===== config.mk =====
export PLATFORM = sky130hd
export DESIGN_NAME = present_core_param
export DESIGN_NICKNAME = d
export VERILOG_FILES = /design/src/rtl/present_core_param.sv
export SDC_FILE = /design/constraint.sdc
export NUM_CORES = 1
export LEC_CHECK = 0
export ABC_AREA = 1
export CAP_MARGIN = 15
export CORE_UTILIZATION = 55
export DETAILED_ROUTE_END_ITERATION = 10
export GPL_TIMING_DRIVEN = 1
export PLACE_DENSITY = 0.85
export SLEW_MARGIN = 40
export SYNTH_ARGS = -nofsm -noshare
export SYNTH_HDL_FRONTEND = slang
export SYNTH_SLANG_ARGS = --single-unit

===== constraint.sdc =====
create_clock -name CLK -period 2.2 [get_ports CLK]
set_input_delay 0.66 -clock CLK [delete_from_list [all_inputs] [get_ports CLK]]
set_output_delay 0.66 -clock CLK [all_outputs]
set_load 0.1 [all_outputs]

===== src/rtl/present_core_param.sv =====
// Iterative PRESENT block cipher core, one round per clock, with 80- or 128-bit keys.
// Decryption first expands the key forward to K32, then runs the inverse rounds.
module present_core_param #(
  parameter int KEY_W = 80
) (
  input  logic             CLK,
  input  logic             RST_N,
  input  logic             start,
  input  logic             mode,
  input  logic [63:0]      din,
  input  logic [KEY_W-1:0] key,
  output logic [63:0]      dout,
  output logic             done,
  output logic             busy
);

  generate
    if (KEY_W != 80 && KEY_W != 128) begin : g_bad_key_w
      $error("present_core_param: KEY_W must be 80 or 128");
    end
  endgenerate

  // Round-counter injection point and second S-box nibble differ between key sizes.
  localparam int   C_LSB = (KEY_W == 128) ? 62 : 15;
  localparam logic DUAL  = (KEY_W == 128) ? 1'b1 : 1'b0;

  typedef enum logic [1:0] {IDLE, KEXP, ENC, DEC} state_t;

  function automatic logic [3:0] sbox4(input logic [3:0] x);
    case (x)
      4'h0: sbox4 = 4'hC;
      4'h1: sbox4 = 4'h5;
      4'h2: sbox4 = 4'h6;
      4'h3: sbox4 = 4'hB;
      4'h4: sbox4 = 4'h9;
      4'h5: sbox4 = 4'h0;
      4'h6: sbox4 = 4'hA;
      4'h7: sbox4 = 4'hD;
      4'h8: sbox4 = 4'h3;
      4'h9: sbox4 = 4'hE;
      4'hA: sbox4 = 4'hF;
      4'hB: sbox4 = 4'h8;
      4'hC: sbox4 = 4'h4;
      4'hD: sbox4 = 4'h7;
      4'hE: sbox4 = 4'h1;
      4'hF: sbox4 = 4'h2;
      default: sbox4 = 4'h0;
    endcase
  endfunction

  function automatic logic [3:0] inv_sbox4(input logic [3:0] x);
    case (x)
      4'h0: inv_sbox4 = 4'h5;
      4'h1: inv_sbox4 = 4'hE;
      4'h2: inv_sbox4 = 4'hF;
      4'h3: inv_sbox4 = 4'h8;
      4'h4: inv_sbox4 = 4'hC;
      4'h5: inv_sbox4 = 4'h1;
      4'h6: inv_sbox4 = 4'h2;
      4'h7: inv_sbox4 = 4'hD;
      4'h8: inv_sbox4 = 4'hB;
      4'h9: inv_sbox4 = 4'h4;
      4'hA: inv_sbox4 = 4'h6;
      4'hB: inv_sbox4 = 4'h3;
      4'hC: inv_sbox4 = 4'h0;
      4'hD: inv_sbox4 = 4'h7;
      4'hE: inv_sbox4 = 4'h9;
      4'hF: inv_sbox4 = 4'hA;
      default: inv_sbox4 = 4'h0;
    endcase
  endfunction

  function automatic logic [63:0] sbox64(input logic [63:0] x);
    logic [63:0] r;
    r = 64'h0;
    for (int i = 0; i < 16; i++) r[4*i +: 4] = sbox4(x[4*i +: 4]);
    return r;
  endfunction

  function automatic logic [63:0] inv_sbox64(input logic [63:0] x);
    logic [63:0] r;
    r = 64'h0;
    for (int i = 0; i < 16; i++) r[4*i +: 4] = inv_sbox4(x[4*i +: 4]);
    return r;
  endfunction

  function automatic logic [63:0] player(input logic [63:0] x);
    logic [63:0] r;
    r = 64'h0;
    for (int i = 0; i < 63; i++) r[(16*i) % 63] = x[i];
    r[63] = x[63];
    return r;
  endfunction

  function automatic logic [63:0] inv_player(input logic [63:0] x);
    logic [63:0] r;
    r = 64'h0;
    for (int i = 0; i < 63; i++) r[i] = x[(16*i) % 63];
    r[63] = x[63];
    return r;
  endfunction

  function automatic logic [KEY_W-1:0] key_fwd(input logic [KEY_W-1:0] k, input logic [4:0] c);
    logic [KEY_W-1:0] r;
    r = {k[KEY_W-62:0], k[KEY_W-1:KEY_W-61]};
    r[KEY_W-1 -: 4] = sbox4(r[KEY_W-1 -: 4]);
    r[KEY_W-5 -: 4] = DUAL ? sbox4(r[KEY_W-5 -: 4]) : r[KEY_W-5 -: 4];
    r[C_LSB +: 5]   = r[C_LSB +: 5] ^ c;
    return r;
  endfunction

  // Undoes key_fwd step by step in reverse order.
  function automatic logic [KEY_W-1:0] key_inv(input logic [KEY_W-1:0] k, input logic [4:0] c);
    logic [KEY_W-1:0] r;
    r = k;
    r[C_LSB +: 5]   = r[C_LSB +: 5] ^ c;
    r[KEY_W-1 -: 4] = inv_sbox4(r[KEY_W-1 -: 4]);
    r[KEY_W-5 -: 4] = DUAL ? inv_sbox4(r[KEY_W-5 -: 4]) : r[KEY_W-5 -: 4];
    return {r[60:0], r[KEY_W-1:61]};
  endfunction

  state_t           state_q, state_d;
  logic [63:0]      s_q, s_d;
  logic [KEY_W-1:0] k_q, k_d;
  logic [4:0]       c_q, c_d;
  logic             mode_q, mode_d;
  logic [63:0]      dout_q, dout_d;
  logic             done_q, done_d;
  logic             busy_q, busy_d;

  logic [63:0]      x_s, enc_s, dec_s, round_s, result_s;
  logic [KEY_W-1:0] kf_s, ki_s, knext_s;
  logic             last_s;

  // Round datapath shared by encrypt and decrypt; the latched mode picks the direction.
  always_comb begin
    x_s      = s_q ^ k_q[KEY_W-1 -: 64];
    enc_s    = player(sbox64(x_s));
    dec_s    = inv_sbox64(inv_player(x_s));
    kf_s     = key_fwd(k_q, c_q);
    ki_s     = key_inv(k_q, c_q);
    round_s  = mode_q ? dec_s : enc_s;
    knext_s  = mode_q ? ki_s : kf_s;
    last_s   = mode_q ? (c_q == 5'd1) : (c_q == 5'd31);
    result_s = round_s ^ knext_s[KEY_W-1 -: 64];
  end

  // Next-state logic for the FSM and all registers.
  always_comb begin
    state_d = state_q;
    s_d     = s_q;
    k_d     = k_q;
    c_d     = c_q;
    mode_d  = mode_q;
    dout_d  = dout_q;
    done_d  = 1'b0;
    case (state_q)
      IDLE: begin
        if (start) begin
          s_d     = din;
          k_d     = key;
          c_d     = 5'd1;
          mode_d  = mode;
          state_d = mode ? KEXP : ENC;
        end else begin
          state_d = IDLE;
        end
      end
      KEXP: begin
        k_d = kf_s;
        if (c_q == 5'd31) begin
          c_d     = 5'd31;
          state_d = DEC;
        end else begin
          c_d = c_q + 5'd1;
        end
      end
      ENC, DEC: begin
        s_d = round_s;
        k_d = knext_s;
        if (last_s) begin
          dout_d  = result_s;
          done_d  = 1'b1;
          state_d = IDLE;
        end else begin
          c_d = mode_q ? (c_q - 5'd1) : (c_q + 5'd1);
        end
      end
      default: state_d = IDLE;
    endcase
    busy_d = (state_d != IDLE);
  end

  // State and output registers with synchronous active-low reset.
  always_ff @(posedge CLK) begin
    if (!RST_N) begin
      state_q <= IDLE;
      s_q     <= 64'h0;
      k_q     <= '0;
      c_q     <= 5'd0;
      mode_q  <= 1'b0;
      dout_q  <= 64'h0;
      done_q  <= 1'b0;
      busy_q  <= 1'b0;
    end else begin
      state_q <= state_d;
      s_q     <= s_d;
      k_q     <= k_d;
      c_q     <= c_d;
      mode_q  <= mode_d;
      dout_q  <= dout_d;
      done_q  <= done_d;
      busy_q  <= busy_d;
    end
  end

  assign dout = dout_q;
  assign done = done_q;
  assign busy = busy_q;

endmodule

==> metrics.yaml <==
status: "complete, no violations"
mostFrequentLayoutCells: "nand2_1 (1156), nand3_1 (502), inv_1 (399)"
via_count: 25100
cpMaxStageDelayCell: "o21ai_0"
die_area_um2: 37000
period_needed_ns: 2.17
dp_hpwl_um: 63800
gp_congestion: 1.10
synth_ff_type: "dfxtp_1"
clk_latency_ns: 0.58
synth_nets: 3686
layout-drive-gt1-share: 0.113
clockBufferDepth: 3
cp_max_fo: 45
clkTransAtPathRegs_ns: 0.07
cts_buffers: 28
startpoint_type: "flop"
cp.depth: 6
clock_skew_ns: 0.0134
hold_class: "primary input to flop"
yosysWarningCount: 0
io_pins: 214
overflow: 0
clockRootBuffer: "clkbuf_16"
r2r_slack_ns: 0.03
drt-initial-drc-count: 3872
antenna_found_initial: 0
numPortBuffers: 213
seq_area_frac_synth: 0.227
antenna_left: 0
slew_headroom: 0.341
crit_top_cell: "buf_12"
rows: 69
cap_violations: 0
crit_family: "compound AO/OA/AOI/OAI gates"
postSynthAreaPerCell_um2: 5.87
first_global_vias: 21500
hold_violations: 0
p_leak_uw: 0.0126
yosys.area.top_type: "dfxtp_1"
holdWs_ns: 0.515
firstDrtPassIters: 8
layout_commonest_cell: "nand2_1"
rr_endpoint: "k_q[37]"
ctsHtreeMaxLevel: 1
cp-end-kind: "flop"
grt_pass1_wl_um: 124000
fmax_mhz: 461
cpPeakStageDelay_ns: 0.79
power.density_nw_per_um2: 819
setup_tns_ns: 0
antenna_cells: 0
crit_required_ns: 2.66
grt_max_degree: 96
syn_area_um2: 19900
ctsHoldBuffers: 0
setup_viol: 0
yosysTopAreaCellShare: 0.227
start_util: 0.560
worstMarginPinSlew_ns: 0.978
worstSetupPathType: "flop to flop"
synth_edf_count: 0
ir_worst_vdd_v: 0.000671
die_height_um: 192
syn_inst: 3394
dp_slack_ns: -0.450
final_nets: 4021
clkSinkCount: 226
holdCritStartpoint: "RST_N"
fp.dieW_um: 192
cp.buffers_inverters: 3
total_power_uw: 20500
r2r_start: "mode_q"
grt.total_usage: 0.442
slew_violations: 0
synthToLayoutAreaGrowth_pct: 25.9
cp-endpoint: "k_q[37]"
setup_slack_ns: 0.0300
totalWireLength_um: 85300
startpoint: "mode_q"
postSynth.asyncResetShare: 0
path_cells: "buf_12 -> buf_12 -> o21ai_0 -> inv_1 -> nand2_1 -> a31oi_1"
core_um2: 35600
utilization: 0.705
ys_seq_elements: 226
drc: 0
routedWlPerCell_um: 20.3
cts_tree: "built"
fin_crit_sh: 0.986
rr_worst_depth: 6
routed_via_density: 5.95
fill_cells: 3076
crit_arrival_ns: 2.63
netlist_top_cells_area: "dfxtp_1 (23%), nand2_1 (22%), nand3_1 (13%)"
synth_cell_types: 41
-- flip-flops by register name (all words and copies together), names as in the netlist --
register,cells
c_q,5
mode_q,1
done,1
busy,1
ki_s,4
dout,64
k_q,80
kf_s,4
state_q,2
s_q,64
-- tightest hold or removal path, cell delays in order --
cell and delay, ns:
buf_4 0.18, o21ai_1 0.14, a21oi_1 0.06
-- logic make-up after synthesis --
| group | Yosys count | synth area share |
|---|---|---|
| buf+inv | 561 | 0.119 |
| xor+xnor | 25 | 0.0121 |
| simple gates | 1871 | 0.390 |
| fa+ha+maj | 144 | 0.0905 |
| flops | 226 | 0.227 |
| compound gates | 567 | 0.161 |
-- cells in the mapped netlist (31+ instances only) --
master / count
o22ai_1: 50
ha_1: 144
nand3_1: 515
inv_1: 401
o21ai_1: 31
nor2_1: 173
o21ai_0: 172
a21oi_1: 195
o21a_1: 55
dfxtp_1: 226
nand2_1: 1162
clkbuf_1: 50
buf_2: 55
-- cell type report --
type,count,area [µm²],area share
Inverter,413,1570,0.0628
Sequential cell,226,4540,0.181
Clock inverter,16,216,0.00864
Clock buffer,35,798,0.0319
Multi-Input combinational cell,2607,13100,0.523
Tap cell,461,577,0.0230
Timing Repair Buffer,453,4240,0.169
-- routing by layer --
metal / routed length, µm / track usage
met5: 0 / 0.00687
met4: 8750 / 0.350
met3: 13400 / 0.131
met2: 33400 / 0.635
met1: 29700 / 0.548
-- through the flow --
stage / instances / instance area [µm²]
floorplan: 3394 / 19900
CTS: 4199 / 24700
global route: 4211 / 25100
global placement: 4148 / 23700
detailed placement: 4148 / 23700
finish: 4211 / 25100
-- how the worst min path moves through the flow --
stage                     slack [ns]      end  depth (start not counted)
after CTS                       0.50  k_q[15]                          3
after global routing            0.54  k_q[15]                          3
after global placement          0.54  s_q[57]                          2
final                           0.52  k_q[15]                          3
after floorplan                 0.49  k_q[12]                          2
after detailed placement        0.54  s_q[57]                          2
-- repair_timing --
action                                  4_1_cts  5_1_grt
setup buffers                                 0        6
resized for setup                             0       37
endpoints found under the setup margin        0       42
-- report_power, final --
part,switching [µW],internal (µW),total (µW)
combinational,6730,3540,10300
sequential,520,4500,5020
clock,2070,3150,5220
total,9330,11200,20500
(Power assumes the default switching activity.)
